==> config.mk <==
export PLATFORM = sky130hd
export DESIGN_NAME = multicycle_controller
export DESIGN_NICKNAME = d
export VERILOG_FILES = /design/src/rtl/multicycle_controller_pkg.sv /design/src/rtl/multicycle_controller_mem_wait_timer.sv /design/src/rtl/multicycle_controller.sv
export SDC_FILE = /design/constraint.sdc
export NUM_CORES = 1
export LEC_CHECK = 0
export CAP_MARGIN = 20
export CORE_UTILIZATION = 30
export DETAILED_ROUTE_END_ITERATION = 6
export GPL_TIMING_DRIVEN = 0
export PLACE_DENSITY_LB_ADDON = 0.15
export SLEW_MARGIN = 20
export SYNTH_ARGS = -nofsm -noshare
export SYNTH_HDL_FRONTEND = slang
export SYNTH_SLANG_ARGS = --single-unit
==> constraint.sdc <==
create_clock -name CLK -period 1.9 [get_ports CLK]
set_input_delay 0.38 -clock CLK [delete_from_list [all_inputs] [get_ports CLK]]
set_output_delay 0.38 -clock CLK [all_outputs]
set_load 0.005 [all_outputs]
==> src/rtl/multicycle_controller_pkg.sv <==
// Shared ISA codes, PCSrc encodings and controller state encoding for the multicycle controller.
package multicycle_controller_pkg;

    localparam int unsigned OP_W    = 4;
    localparam int unsigned FUNC_W  = 3;
    localparam int unsigned PCSRC_W = 2;
    localparam int unsigned STATE_W = 4;

    localparam logic [OP_W-1:0] OP_RTYPE  = 4'd0;
    localparam logic [OP_W-1:0] OP_JCLASS = 4'd1;
    localparam logic [OP_W-1:0] OP_ANDI   = 4'd2;
    localparam logic [OP_W-1:0] OP_ADDI   = 4'd3;
    localparam logic [OP_W-1:0] OP_LW     = 4'd4;
    localparam logic [OP_W-1:0] OP_SW     = 4'd5;
    localparam logic [OP_W-1:0] OP_BEQ    = 4'd6;
    localparam logic [OP_W-1:0] OP_BNE    = 4'd7;
    localparam logic [OP_W-1:0] OP_FOR    = 4'd8;
    localparam logic [OP_W-1:0] OP_HALT   = 4'd15;

    localparam logic [FUNC_W-1:0] FN_JMP  = 3'd0;
    localparam logic [FUNC_W-1:0] FN_CALL = 3'd1;
    localparam logic [FUNC_W-1:0] FN_RET  = 3'd2;

    localparam logic [PCSRC_W-1:0] PCSRC_INC    = 2'b00;
    localparam logic [PCSRC_W-1:0] PCSRC_JUMP   = 2'b01;
    localparam logic [PCSRC_W-1:0] PCSRC_BRANCH = 2'b10;
    localparam logic [PCSRC_W-1:0] PCSRC_RR     = 2'b11;

    typedef enum logic [STATE_W-1:0] {
        S_FETCH  = 4'd0,
        S_DECODE = 4'd1,
        S_EXEC   = 4'd2,
        S_MEM_RD = 4'd3,
        S_MEM_WR = 4'd4,
        S_WB     = 4'd5,
        S_BRANCH = 4'd6,
        S_JUMP   = 4'd7,
        S_LOOP   = 4'd8,
        S_HALT   = 4'd9,
        S_ERROR  = 4'd10
    } state_t;

endpackage

==> src/rtl/multicycle_controller_mem_wait_timer.sv <==
// Counts cycles spent waiting on data memory; flags the last permitted wait cycle.
module multicycle_controller_mem_wait_timer #(
    parameter int unsigned MEM_TIMEOUT = 15,
    parameter int unsigned CNT_W       = 4
) (
    input  logic CLK,
    input  logic RST,
    input  logic clear,
    input  logic enable,
    output logic expired_c
);

    logic [CNT_W-1:0] wait_cnt;

    always_ff @(posedge CLK or posedge RST) begin
        if (RST) begin
            wait_cnt <= '0;
        end else if (clear) begin
            wait_cnt <= '0;
        end else if (enable) begin
            wait_cnt <= wait_cnt + CNT_W'(1);
        end
    end

    assign expired_c = (wait_cnt == CNT_W'(MEM_TIMEOUT - 1));

endmodule

==> src/rtl/multicycle_controller.sv <==
// Multicycle control FSM: sequences fetch/decode/exec/mem/writeback and decodes
// datapath strobes straight from the state register and the latched IR fields.
module multicycle_controller
    import multicycle_controller_pkg::*;
#(
    parameter int unsigned MEM_TIMEOUT = 15,
    parameter int unsigned CNT_W       = 4
) (
    input  logic                 CLK,
    input  logic                 RST,
    input  logic [OP_W-1:0]      Op,
    input  logic [FUNC_W-1:0]    func,
    input  logic                 zero,
    input  logic                 bus_b_nz,
    input  logic                 mem_ready,
    output logic                 IRWr,
    output logic                 PCWr,
    output logic [PCSRC_W-1:0]   PCSrc,
    output logic                 LoopTake,
    output logic                 RRWr,
    output logic                 RegDst,
    output logic                 RegWr,
    output logic                 ExtOp,
    output logic                 ALUSrc,
    output logic                 ForSel,
    output logic                 MemRd,
    output logic                 MemWr,
    output logic                 WBdata,
    output logic                 halted,
    output logic                 err,
    output logic [STATE_W-1:0]   state
);

    state_t state_q;
    state_t state_d;
    logic   timer_clear;
    logic   timer_en;
    logic   timer_expired;

    multicycle_controller_mem_wait_timer #(
        .MEM_TIMEOUT (MEM_TIMEOUT),
        .CNT_W       (CNT_W)
    ) u_mem_wait_timer (
        .CLK       (CLK),
        .RST       (RST),
        .clear     (timer_clear),
        .enable    (timer_en),
        .expired_c (timer_expired)
    );

    always_ff @(posedge CLK or posedge RST) begin
        if (RST) begin
            state_q <= S_FETCH;
        end else begin
            state_q <= state_d;
        end
    end

    assign state = state_q;

    // Strobes are forced low while RST is held so a reset mid-access kills them at once.
    always_comb begin
        state_d     = state_q;
        timer_clear = 1'b1;
        timer_en    = 1'b0;
        IRWr        = 1'b0;
        PCWr        = 1'b0;
        PCSrc       = PCSRC_INC;
        LoopTake    = 1'b0;
        RRWr        = 1'b0;
        RegDst      = 1'b0;
        RegWr       = 1'b0;
        ExtOp       = 1'b0;
        ALUSrc      = 1'b0;
        ForSel      = 1'b0;
        MemRd       = 1'b0;
        MemWr       = 1'b0;
        WBdata      = 1'b0;
        halted      = 1'b0;
        err         = 1'b0;

        if (!RST) begin
            case (state_q)
                S_FETCH: begin
                    IRWr    = 1'b1;
                    state_d = S_DECODE;
                end
                S_DECODE: begin
                    case (Op)
                        OP_HALT:                                     state_d = S_HALT;
                        OP_JCLASS:                                   state_d = S_JUMP;
                        OP_BEQ, OP_BNE:                              state_d = S_BRANCH;
                        OP_FOR:                                      state_d = S_LOOP;
                        OP_RTYPE, OP_ANDI, OP_ADDI, OP_LW, OP_SW:    state_d = S_EXEC;
                        default:                                     state_d = S_ERROR;
                    endcase
                end
                S_EXEC: begin
                    ALUSrc = (Op != OP_RTYPE);
                    ExtOp  = (Op != OP_ANDI);
                    if (Op == OP_LW) begin
                        state_d = S_MEM_RD;
                    end else if (Op == OP_SW) begin
                        state_d = S_MEM_WR;
                    end else begin
                        state_d = S_WB;
                    end
                end
                S_MEM_RD: begin
                    MemRd       = 1'b1;
                    ALUSrc      = 1'b1;
                    ExtOp       = 1'b1;
                    timer_clear = 1'b0;
                    if (mem_ready) begin
                        state_d = S_WB;
                    end else if (timer_expired) begin
                        state_d = S_ERROR;
                    end else begin
                        timer_en = 1'b1;
                    end
                end
                S_MEM_WR: begin
                    MemWr       = 1'b1;
                    ALUSrc      = 1'b1;
                    ExtOp       = 1'b1;
                    timer_clear = 1'b0;
                    if (mem_ready) begin
                        PCWr    = 1'b1;
                        state_d = S_FETCH;
                    end else if (timer_expired) begin
                        state_d = S_ERROR;
                    end else begin
                        timer_en = 1'b1;
                    end
                end
                S_WB: begin
                    RegWr   = 1'b1;
                    RegDst  = (Op == OP_RTYPE);
                    WBdata  = (Op == OP_LW);
                    PCWr    = 1'b1;
                    state_d = S_FETCH;
                end
                S_BRANCH: begin
                    PCWr = 1'b1;
                    if (((Op == OP_BEQ) && zero) || ((Op == OP_BNE) && !zero)) begin
                        PCSrc = PCSRC_BRANCH;
                    end
                    state_d = S_FETCH;
                end
                S_JUMP: begin
                    state_d = S_FETCH;
                    case (func)
                        FN_JMP: begin
                            PCWr  = 1'b1;
                            PCSrc = PCSRC_JUMP;
                        end
                        FN_CALL: begin
                            PCWr  = 1'b1;
                            PCSrc = PCSRC_JUMP;
                            RRWr  = 1'b1;
                        end
                        FN_RET: begin
                            PCWr  = 1'b1;
                            PCSrc = PCSRC_RR;
                        end
                        default: state_d = S_ERROR;
                    endcase
                end
                S_LOOP: begin
                    ForSel = 1'b1;
                    PCWr   = 1'b1;
                    if (bus_b_nz) begin
                        RegWr    = 1'b1;
                        LoopTake = 1'b1;
                    end
                    state_d = S_FETCH;
                end
                S_HALT:  halted  = 1'b1;
                S_ERROR: err     = 1'b1;
                default: state_d = S_ERROR;
            endcase
        end
    end

endmodule
==> results of run 1 <==
[area by class of cell]
cell class,instances,area [um2]
Fill cell,254,1100
Inverter,6,22.5
Tap cell,31,38.8
Buffer,7,67.6
Timing Repair Buffer,63,514
Sequential cell,8,203
Multi-Input combinational cell,99,792
Clock buffer,3,22.5
[worst max-delay path by stage]
stage          startpoint      to  slack [ps]  cells past startpoint
3_5_place_dp        Op[1]  WBdata        -720                      5
3_3_place_gp        Op[1]  WBdata        -690                      5
6_report         state[0]    PCWr        -120                      6
2_1_floorplan         RST    RRWr         110                      5
5_1_grt          state[0]    PCWr        -190                      6
4_1_cts          state[1]   ExtOp        -170                      6
[synth_stat cells]
cell	number	share of area
or2_2	1	0.0071
a211oi_1	2	0.017
or3_4	1	0.013
nand3_1	2	0.011
and3_1	2	0.014
buf_4	1	0.0085
dfrtp_1	8	0.23
or3_1	3	0.021
nor2_1	24	0.10
or4b_1	1	0.011
o211ai_1	1	0.0085
o31ai_1	1	0.0085
and4bb_2	1	0.014
ha_1	2	0.028
nand2_1	12	0.051
a31oi_1	2	0.014
a21oi_1	7	0.040
a21o_1	1	0.0085
o31ai_2	1	0.014
o21ai_0	4	0.023
nor3_1	5	0.028
clkbuf_1	5	0.021
xnor2_1	1	0.0099
o41ai_1	1	0.0099
inv_1	6	0.026
nand2b_2	1	0.0099
nand2b_1	2	0.014
nor4b_1	1	0.0099
o221ai_2	1	0.017
nor4_1	2	0.014
a2111oi_4	1	0.031
buf_2	2	0.011
a2111oi_2	1	0.017
a21boi_0	2	0.017
a221o_1	2	0.023
nand4_1	1	0.0071
xor2_1	3	0.030
o21ai_1	2	0.011
nor2b_1	1	0.0071
or3b_1	1	0.0099
nor3b_1	2	0.017
o211ai_2	1	0.014
[layer usage]
metal	GRT usage	vias up	wire, um
met5	0	-	0
met1	0.253	563	1400
met3	0.0349	10	198
li1	-	562	-
met2	0.395	53	1800
met4	0.0801	0	70
[layout by cell type, fill, tap and decap left out, types with 3 or more instances in the layout]
| cell | synthesis | routed |
|---|---|---|
| nor2_2 | 0 | 5 |
| dlygate4sd2_1 | 0 | 5 |
| nand2_1 | 12 | 9 |
| buf_6 | 0 | 12 |
| o21ai_0 | 4 | 3 |
| or3_4 | 1 | 3 |
| buf_2 | 2 | 11 |
| inv_1 | 6 | 5 |
| clkbuf_2 | 0 | 3 |
| a21oi_1 | 7 | 5 |
| nor3_2 | 0 | 3 |
| dfrtp_1 | 8 | 6 |
| clkdlybuf4s50_1 | 0 | 7 |
| buf_4 | 1 | 26 |
| nor2_1 | 24 | 17 |
| xor2_1 | 3 | 3 |
| clkbuf_4 | 0 | 3 |
[sequential cells by signal (all words and copies together), names as in the netlist]
name	cells
u_mem_wait_timer.wait_cnt	4
state	4
[critical path: stages (launching register included)]
cell	delay, ps
dfrtp_1	410
buf_6	140
or3b_4	420
o21ai_2	80
a21o_1	170
nor2_2	50
buf_2	120
[report_power, final]
group | internal [mW] | total, mW | switching [mW]
registers | 0.219 | 0.263 | 0.0443
clock network | 0.0725 | 0.134 | 0.0616
logic | 0.882 | 1.67 | 0.788
total | 1.17 | 2.07 | 0.894
[cell families (layout without fill, tap and decap cells)]
| family | Yosys count | after routing | synth area share |
|---|---|---|---|
| fa+ha+maj | 2 | 2 | 0.0284 |
| flops | 8 | 8 | 0.227 |
| compound gates | 30 | 30 | 0.274 |
| buf+inv | 14 | 79 | 0.0668 |
| xor+xnor | 4 | 4 | 0.0398 |
| simple gates | 63 | 63 | 0.364 |
[timing repair]
action / 4_1_cts / 5_1_grt
pin swaps: 18 / 11
resized for setup: 102 / 27
endpoints found under the setup margin: 17 / 17
setup buffers: 39 / 1
==> out/summary.txt, run 1 <==
Outcome - finished with violations
Violated checks - negative setup slack
Final core occ - 0.602
Final Skew - 4.43 ps
Final hold violation count - 0
Rel. slew slack - 0.674
# nets final - 202
Die ar. - 3160 um2
Worst-Margin Slew - 489 ps
Core Region - 2760 um2
VDD IR-drop max - 1.05 mV
CTS Hold Buffers Added - 0
Largest net degree at the start of global routing - 11
Layout cell share with drive strength beyond 1 - 0.538
Std-Cell Rows - 19
Drt pass-1 iters - 4
Ports - 32
Netlist cell types - 42
Setup crit end kind - output pin
Final hold slack - 285 ps
First-pass GRT wire length - 5530 um
CP arrival - 1640 ps
Design Area, Final - 1660 um2
Final Non-Filler Cells - 217
CTS tree - yes
Reg clk slew, reported paths - 60 ps
# diodes - 0
Setup_tns - -520 ps
Syn-to-layout area delta - 88.5%
Worst skew pair latency - 260 ps
Critical path class - register to output pin
RR Endpoint - state[1]
Internal reg-to-reg setup slack - 60 ps
Drt wl/cell - 16.0 um
Die W - 56.2 um
Number of max-cap violations - 0
PortBufs - 28
Vias post-DR - 1188
FMAX - 496 MHz
Worst-path fanout max - 3
Minimum clock period - 2020 ps
H-tree levels - 1
Setup ws final - -116 ps
DP Worst Slack - -721 ps
DIE HEIGHT - 56.2 um
DPL Wire Length - 1950 um
Placed cell area - 1200 um2
Initial drt markers - 25
Vias per cell - 5.47
Total CTS buffers - 3
Req. time, crit path - 1520 ps
Leakage Power - 0.745 nW
PD cells - 1240 nW/um2
Sequential fraction of the synthesis area - 0.227
RSZ-0062 raised after global routing - true
Yosys warns - 0
Pwr Total - 2.07 mW
GPL Wtd Cong - 0.826
Starting Density - 0.319
Synth Cell Area - 881 um2
R2r startpoint - state[0]
CP Launch Type - register
Hold Crit Class - input pin to asynchronous set/reset pin
R2R depth - 9
Cells after DPL - 180
Yosys reg bits - 8
Synthesized Nets - 135
Period utilization - 1.06
Routed Antenna Nets - 0
Synthesized area per cell - 7.28 um2
Final wirelength - 3470 um
Remaining routing DRC violations - 0
Vias in the first global route - 1222
Final setup vio count - 8
Final max-slew violation count - 0
Clk buf depth - 2
Clk root buf - clkbuf_4
GRT Resource Usage Total - 0.217
Syn Inst Count - 121
Clock Sinks - 8
Congestion Overflow GR - 0
Initial antenna violation count - 0
Note: power is estimated with default switching activity, not from simulation.
==> run 2, diff against run 1 <==
==> constraint.sdc (replaced) <==
create_clock -name CLK -period 1.8 [get_ports CLK]
set_input_delay 0.36 -clock CLK [delete_from_list [all_inputs] [get_ports CLK]]
set_output_delay 0.36 -clock CLK [all_outputs]
set_load 0.005 [all_outputs]
==> run 2 against run 1 <==
  * The run still ends with negative setup slack left
  * Setup slack lost 88 ps
  * Sequential cell count is the same
  * Largest power group unchanged
  * Clock power grew 7%
  * Via count grew 5.6%
  * Global-route usage grew 0.71 points
  * Critical path type unchanged
==> out/summary.txt, run 2 (synthesis gave the netlist of run 1 again) <==
Outcome - finished with violations
Syn-to-layout area delta - 93.5%
Worst-Margin Slew - 605 ps (+116 ps)
Design Area, Final - 1700 um2 (+2.6%)
Minimum clock period - 2000 ps
Vias per cell - 5.58 (+1.9%)
First-pass GRT wire length - 5640 um (+2.0%)
Total CTS buffers - 3 (unchanged)
Fillers - 236 (-7.1%)
CP Launch Type - register
PortBufs - 28 (unchanged)
# nets final - 210 (+4.0%)
FMAX - 499 MHz
Core Region - 2760 um2 (unchanged)
Reg clk slew, reported paths - 60 ps (about the same)
Most frequent cells in the layout - buf_4 (35), nor2_1 (16), buf_2 (15)
Violated checks - negative setup slack
WL met2 - 1850 um (+3.2%)
CTS Hold Buffers Added - 0 (unchanged)
Top sig layer - met4
Ports - 32 (unchanged)
Setup ws final - -205 ps (-88.4 ps)
Final hold violation count - 0 (unchanged)
Final Skew - 3.41 ps (-1.02 ps)
CP arrival - 1640 ps (about the same)
Largest net degree at the start of global routing - 11 (unchanged)
Clk root buf - clkbuf_4
# diodes - 0 (unchanged)
Cells after DPL - 180 (unchanged)
Initial antenna violation count - 0 (unchanged)
Final Non-Filler Cells - 225 (+3.7%)
Placed cell area - 1200 um2 (unchanged)
Clk buf depth - 2 (unchanged)
Final wirelength - 3550 um (+2.3%)
GRT Resource Usage Total - 0.224 (+0.00708)
Clock Sinks - 8 (unchanged)
Area of the multi-input gates - 797 um2 (+0.63%)
Setup crit end kind - output pin
Rel. slew slack - 0.597 (-0.0776)
Die ar. - 3160 um2 (unchanged)
Sequential Area - 203 um2 (unchanged)
Worst skew pair latency - 260 ps (about the same)
Congestion Overflow GR - 0 (unchanged)
Remaining routing DRC violations - 0 (unchanged)
VDD IR-drop max - 0.972 mV (-7.1%)
Vias post-DR - 1255 (+5.6%)
Drt wl/cell - 15.8 um (-1.3%)
Layout cell share with drive strength beyond 1 - 0.572 (+0.0345)
Number of max-cap violations - 0 (unchanged)
DP Worst Slack - -781 ps (-60.0 ps)
Metal-1 WL - 1380 um (-2.0%)
Final max-slew violation count - 0 (unchanged)
H-tree levels - 1 (unchanged)
PD cells - 1380 nW/um2 (+11%)
Vias in the first global route - 1268 (+3.8%)
GPL Wtd Cong - 0.826 (unchanged)
Commonest non-fill, non-tap cell in the layout - buf_4
Final setup vio count - 13 (+5)
Routed Antenna Nets - 0 (unchanged)
RSZ-0062 raised after global routing - true
Die W - 56.2 um (unchanged)
DPL Wire Length - 1950 um (unchanged)
Req. time, crit path - 1440 ps (-80 ps)
Worst-path fanout max - 3 (unchanged)
Met3 WL - 212 um (+7.1%)
Pwr Total - 2.36 mW (+14%)
Internal reg-to-reg setup slack - 20 ps (-40 ps)
Critical path class - register to output pin
Setup_tns - -1550 ps (-1030 ps)
Leakage Power - 0.779 nW (+4.5%)
Starting Density - 0.319 (unchanged)
Period utilization - 1.11
Initial drt markers - 40 (+60%)
DIE HEIGHT - 56.2 um (unchanged)
Hold Crit Class - input pin to asynchronous set/reset pin
Drt pass-1 iters - 4 (unchanged)
Std-Cell Rows - 19 (unchanged)
CTS tree - yes
-- run 2: repair_timing --
item,in CTS,in global routing
setup endpoints to repair,18,19
gates resized for setup,113,19
endpoints found under the hold margin,0,0
buffers inserted,43,6
pin swaps,19,7
-- run 2: power by group --
group | internal [mW] | total [mW] | switching (mW)
logic | 1.05 | 1.94 | 0.886
registers | 0.231 | 0.277 | 0.0461
clock network | 0.0768 | 0.144 | 0.0676
total | 1.36 | 2.36 | 0.999
-- run 2: final timing paths --
check	startpoint	endpoint	depth (start not counted)
setup reg to reg	state[1]	state[1]	8
setup / recovery	state[0]	PCWr	6
hold reg to reg	u_mem_wait_timer.wait_cnt[3]	u_mem_wait_timer.wait_cnt[3]	2
max in group asynchronous	RST	state[2]	2
hold / removal	RST	u_mem_wait_timer.wait_cnt[1]	2
min in group CLK	u_mem_wait_timer.wait_cnt[3]	u_mem_wait_timer.wait_cnt[3]	2
-- run 2: stage by stage --
stage	utilization	hold WS, ps
CTS	0.588	291
detailed placement	0.435	505
finish	0.618	347
global route	0.618	392
floorplan	-	398
global placement	0.435	503
-- run 2: metal layers --
| layer | up-vias | GRT usage |
|---|---|---|
| met5 | - | 0 |
| met4 | 0 | 0.0906 |
| met3 | 14 | 0.0395 |
| met2 | 66 | 0.413 |
| met1 | 591 | 0.250 |
| li1 | 584 | - |
-- run 2: cell type report --
| class | count | area share |
|---|---|---|
| tap | 31 | 0.0228 |
| inverter | 6 | 0.0132 |
| timing repair buffer | 71 | 0.325 |
| clock buffer | 3 | 0.0132 |
| sequential | 8 | 0.119 |
| buffer | 7 | 0.0389 |
| multi-input combinational | 99 | 0.468 |
-- run 2: critical path: stages (launching register included) --
cell and delay (ps):
dfrtp_1 410, buf_6 140, or3b_4 410, o21ai_4 80, a21o_1 160, nor2_1 70
buf_2 130
==> run 3, diff against run 2 <==
--- a/config.mk
+++ b/config.mk
@@ -9,7 +9,6 @@
 export CORE_UTILIZATION = 30
 export DETAILED_ROUTE_END_ITERATION = 6
 export GPL_TIMING_DRIVEN = 0
-export PLACE_DENSITY_LB_ADDON = 0.15
 export SLEW_MARGIN = 20
 export SYNTH_ARGS = -nofsm -noshare
 export SYNTH_HDL_FRONTEND = slang
==> run 3 against run 2 <==
  * The flow still finishes with violations (negative setup slack)
  * Total power is 5.6% lower
  * Core utilization is 1.4 points lower
  * Clock power is 7% lower
  * Wire length is 0.14% lower
  * Via count is 3.1% lower
  * Largest power group unchanged
  * Highest routed layer unchanged
==> out/summary.txt, run 3 (synthesis gave the netlist of run 1 again) <==
Number of max-cap violations - 0 (unchanged)
Critical path class - register to output pin
H-tree levels - 1 (unchanged)
Req. time, crit path - 1440 ps (about the same)
RSZ-0062 raised after global routing - true
Combinational power share - 0.812 (-0.009)
Initial antenna violation count - 0 (unchanged)
Cells after DPL - 180 (unchanged)
Drt pass-1 iters - 4 (unchanged)
Fillers - 234 (-0.85%)
Std-Cell Rows - 19 (unchanged)
Final Non-Filler Cells - 220 (-2.2%)
Final core occ - 0.604 (-0.0136)
Most frequent cells in the layout - buf_4 (30), nor2_1 (18), buf_2 (14)
Pwr Total - 2.22 mW (-5.6%)
Total CTS buffers - 3 (unchanged)
Final Skew - 6.92 ps (+3.51 ps)
Area of the multi-input gates - 785 um2 (-1.6%)
Worst-Margin Slew - 604 ps (-1.30 ps)
Clk root buf - clkbuf_4
CP arrival - 1700 ps (+60 ps)
Congestion Overflow GR - 0 (unchanged)
Worst skew pair latency - 250 ps (about the same)
DP Worst Slack - -752 ps (+29.4 ps)
Final setup vio count - 10 (-3)
Final hold violation count - 0 (unchanged)
Layout cell share with drive strength beyond 1 - 0.529 (-0.0431)
Internal Power - 1.28 mW (-5.6%)
Setup ws final - -260 ps (-55.8 ps)
First-pass GRT wire length - 5220 um (-7.5%)
Commonest non-fill, non-tap cell in the layout - buf_4
Switch share - 0.424 (about the same)
PortBufs - 28 (unchanged)
CTS tree - yes
FMAX - 485 MHz (-2.7%)
Die ar. - 3160 um2 (unchanged)
Internal reg-to-reg setup slack - -70 ps (-90 ps)
DIE HEIGHT - 56.2 um (unchanged)
Final max-slew violation count - 0 (unchanged)
Vias post-DR - 1216 (-3.1%)
Violated checks - negative setup slack
Rel. slew slack - 0.597 (+0.000867)
Hold Crit Class - input pin to asynchronous set/reset pin
Drt wl/cell - 16.1 um (+2.1%)
Switch Pwr - 943 uW (-5.7%)
Final wirelength - 3540 um (-0.14%)
Outcome - finished with violations
GRT Resource Usage Total - 0.211 (-0.0123)
CP Launch Type - register
Die W - 56.2 um (unchanged)
Clock group share of total power - 0.060 (about the same)
Syn-to-layout area delta - 89.2%
PD cells - 1330 nW/um2 (-3.5%)
Core Region - 2760 um2 (unchanged)
Clock Sinks - 8 (unchanged)
Minimum clock period - 2060 ps (+55.8 ps)
# nets final - 205 (-2.4%)
Starting Density - 0.319 (unchanged)
Routed Antenna Nets - 0 (unchanged)
# diodes - 0 (unchanged)
Sequential Power Share - 0.128 (+0.010)
Reg clk slew, reported paths - 50 ps (about the same)
GPL Wtd Cong - 0.762 (-7.7%)
Ports - 32 (unchanged)
Period utilization - 1.14 (+0.0310)
Setup_tns - -1020 ps (+529 ps)
CTS Hold Buffers Added - 0 (unchanged)
Vias in the first global route - 1093 (-14%)
Leakage Power - 0.772 nW (-0.87%)
VDD IR-drop max - 1.05 mV (+8.2%)
Clk buf depth - 2 (unchanged)
Vias per cell - 5.53 (-0.91%)
Largest net degree at the start of global routing - 11 (unchanged)
Sequential Area - 203 um2 (unchanged)
DPL Wire Length - 1950 um (-0.16%)
Worst-path fanout max - 4 (+1)
Remaining routing DRC violations - 0 (unchanged)
Setup crit end kind - output pin
Initial drt markers - 44 (+10%)
==> run 3: timing repair <==
action,CTS,global route
gates resized for setup,110,20
setup buffers,30,10
cloned,0,0
pin swaps,23,15
endpoints found under the setup margin,18,15
==> run 3: per-layer routing <==
layer  global-route usage  up-vias  routed length, um
met2                0.391       60               1790
li1                     -      576                  -
met5                    0        -                  0
met4               0.0383        0                 53
met3               0.0419        6                212
met1                0.253      574               1490
==> run 3: worst paths after layout <==
check,start,end,cells past startpoint
max,state[0],PCWr,6
min,RST,state[1],2
max reg2reg,state[0],state[1],7
min reg2reg,u_mem_wait_timer.wait_cnt[3],u_mem_wait_timer.wait_cnt[3],2
max in group asynchronous,RST,state[2],2
min in group CLK,u_mem_wait_timer.wait_cnt[3],u_mem_wait_timer.wait_cnt[3],2
==> run 3: power groups by stage <==
stage | clock, mW | sequential (mW) | combinational, mW
final | 0.134 | 0.284 | 1.81
after global routing | 0.146 | 0.291 | 1.90
after CTS | 0.136 | 0.281 | 1.56
after detailed placement | 0 | 0.321 | 0.887
after global placement | 0 | 0.324 | 0.881
after floorplan | 0 | 0.297 | 0.563
==> run 3: cell type report <==
class / count / area share
Clock buffer: 3 / 0.0135
Sequential cell: 8 / 0.122
Multi-Input combinational cell: 99 / 0.471
Inverter: 6 / 0.0135
Timing Repair Buffer: 66 / 0.318
Tap cell: 31 / 0.0233
Buffer: 7 / 0.0390
==> run 3: critical path, cell delays in order, from the launching register on <==
cell and delay (ps):
dfrtp_1 400, buf_6 140, or3b_4 420, o21ai_2 90, a21o_1 210, nor2_2 70
buf_2 130
==> run 3: stage by stage <==
stage	instance area, um2	hold slack, ps
after global placement	1200	504
final	1670	343
after floorplan	881	398
after CTS	1580	330
after detailed placement	1200	510
after global routing	1670	371
==> variant, RTL diff (config.mk and constraints of run 2) <==
The package constant `PCSRC_W` goes from 2 to 3.
--- a/src/rtl/multicycle_controller_pkg.sv
+++ b/src/rtl/multicycle_controller_pkg.sv
@@ -4,5 +4,5 @@
     localparam int unsigned OP_W    = 4;
     localparam int unsigned FUNC_W  = 3;
-    localparam int unsigned PCSRC_W = 2;
+    localparam int unsigned PCSRC_W = 3;
     localparam int unsigned STATE_W = 4;
 
Ports: changed (resized PCSrc); port bits go from 32 to 33. The function was not compared with the original's and may differ.
==> variant against run 2 <==
- the run still ends with negative setup slack left
- final cell count fell by 3.6%
- sequential cell count did not move
- synthesized cell count grew 1.7%
- count of clock-buffer cells in the layout is the same
- routed wire length down 6.3%
- critical path depth is the same
- synthesized area rose by 1.3%
- via count shrank 6.9%
- total power decreased by 12%
- sequential share of layout area is 0.76 points higher
- cell area decreased by 5.4%
- worst setup slack lost 0.015 ns
- highest routed layer is now met3
- hold slack worse by 0.041 ns
==> variant: results (changes against run 2) <==
* First-pass GRT wire length at 5.423 mm (was 5.644 mm)
* Synth cell types at 43 (was 42)
* Total internal power at 1.192 mW (was 1.357 mW)
* Gate power share at 0.795 (was 0.821)
* Worst-path maximum fanout at 4 (was 3)
* Setup tns final at -1.295 ns (was -1.551 ns)
* Routed via count at 1169 (was 1255)
* R2R cell count at 7 (was 8)
* GR Util met1 at 0.2823 (was 0.2504)
* Worst Skew at 0.003167 ns (was 0.003407 ns)
* Crit path from: state[1]$_DFFE_PP0P_ (was state[0]$_DFFE_PP0P_)
* Outcome: complete, but fails checks (unchanged)
* Final WS setup at -0.2199 ns (was -0.2046 ns)
* Worst-Skew Late Latency at 0.25 ns
* Reg2reg end: state[1]$_DFFE_PP0P_ (unchanged)
* Met2 usage at 0.3765 (was 0.4133)
* Sequential element share of the synthesized area at 0.2244 (was 0.2273)
* WL met1 at 1.453 mm (was 1.376 mm)
* WL met2 at 1.693 mm (was 1.853 mm)
* Initial DRC count at 28 (was 40)
* Setup slack, reg-to-reg at -0.04 ns (was 0.02 ns)
* Seq power at 0.291 mW (was 0.277 mW)
* Setup violators final at 12 (was 13)
* Final nets at 202 (was 210)
* Syn avg cell area at 7.253 um^2 (was 7.280 um^2)
* Fillcell total at 253 (was 236)
* Met3 routed WL at 180 um (was 212 um)
* Hold Slack at 0.3063 ns (was 0.3474 ns)
* Vias per cell at 5.387 (was 5.578)
* # placed instances at 182 (was 180)
* Placed wire-length estimate at 1.937 mm (was 1.954 mm)
* Placed Area at 1211 um^2 (was 1200 um^2)
* Failing checks: negative setup slack (unchanged)
* Largest cells by area after synthesis: dfrtp_1 (22%), nor2_1 (10%), nand2_1 (5.0%) (was dfrtp_1 (23%), nor2_1 (10%), nand2_1 (5.1%))
* Met3 Use GR at 0.04378 (was 0.03953)
* Total GRT Usage at 0.2147 (was 0.2237)
* Worst slew pin tran at 0.5397 ns (was 0.6051 ns)
* DR top layer: met3 (was met4)
* Static Leak at 0.7139 nW (was 0.7791 nW)
* Layout cells sized above 1 at 0.5108 (was 0.5722)
* DP Worst Slack at -0.7390 ns (was -0.7812 ns)
[variant: cell type report]
type | count | area share
flip-flops and latches | 8 | 0.1266
clock buffers | 3 | 0.01398
plain buffers | 7 | 0.03649
multi-input cells | 100 | 0.4689
well taps | 31 | 0.02407
inverters | 6 | 0.01398
repair buffers | 62 | 0.3160
[variant: kinds of logic after synthesis]
logic type / share of synthesized area
adder cells (fa/ha/maj): 0.02805
XOR/XNOR: 0.03928
AND/OR/NAND/NOR: 0.3590
AO/OA/AOI/OAI: 0.2707
buffers and inverters: 0.07433
other: 0.004204
flip-flops: 0.2244
[variant: worst max-delay path: stages (launching register included)]
cell and delay, ns:
dfrtp_2 0.44, buf_6 0.13, or3b_4 0.41, o21ai_2 0.09, a21o_1 0.16, nor2_2 0.05, buf_2 0.13
[variant: what timing repair did]
item                       4_1_cts  5_1_grt
gates resized for setup        112       14
gates cloned                     0        0
buffers inserted                30        7
pin swaps                       18        8
setup endpoints to repair       17       18
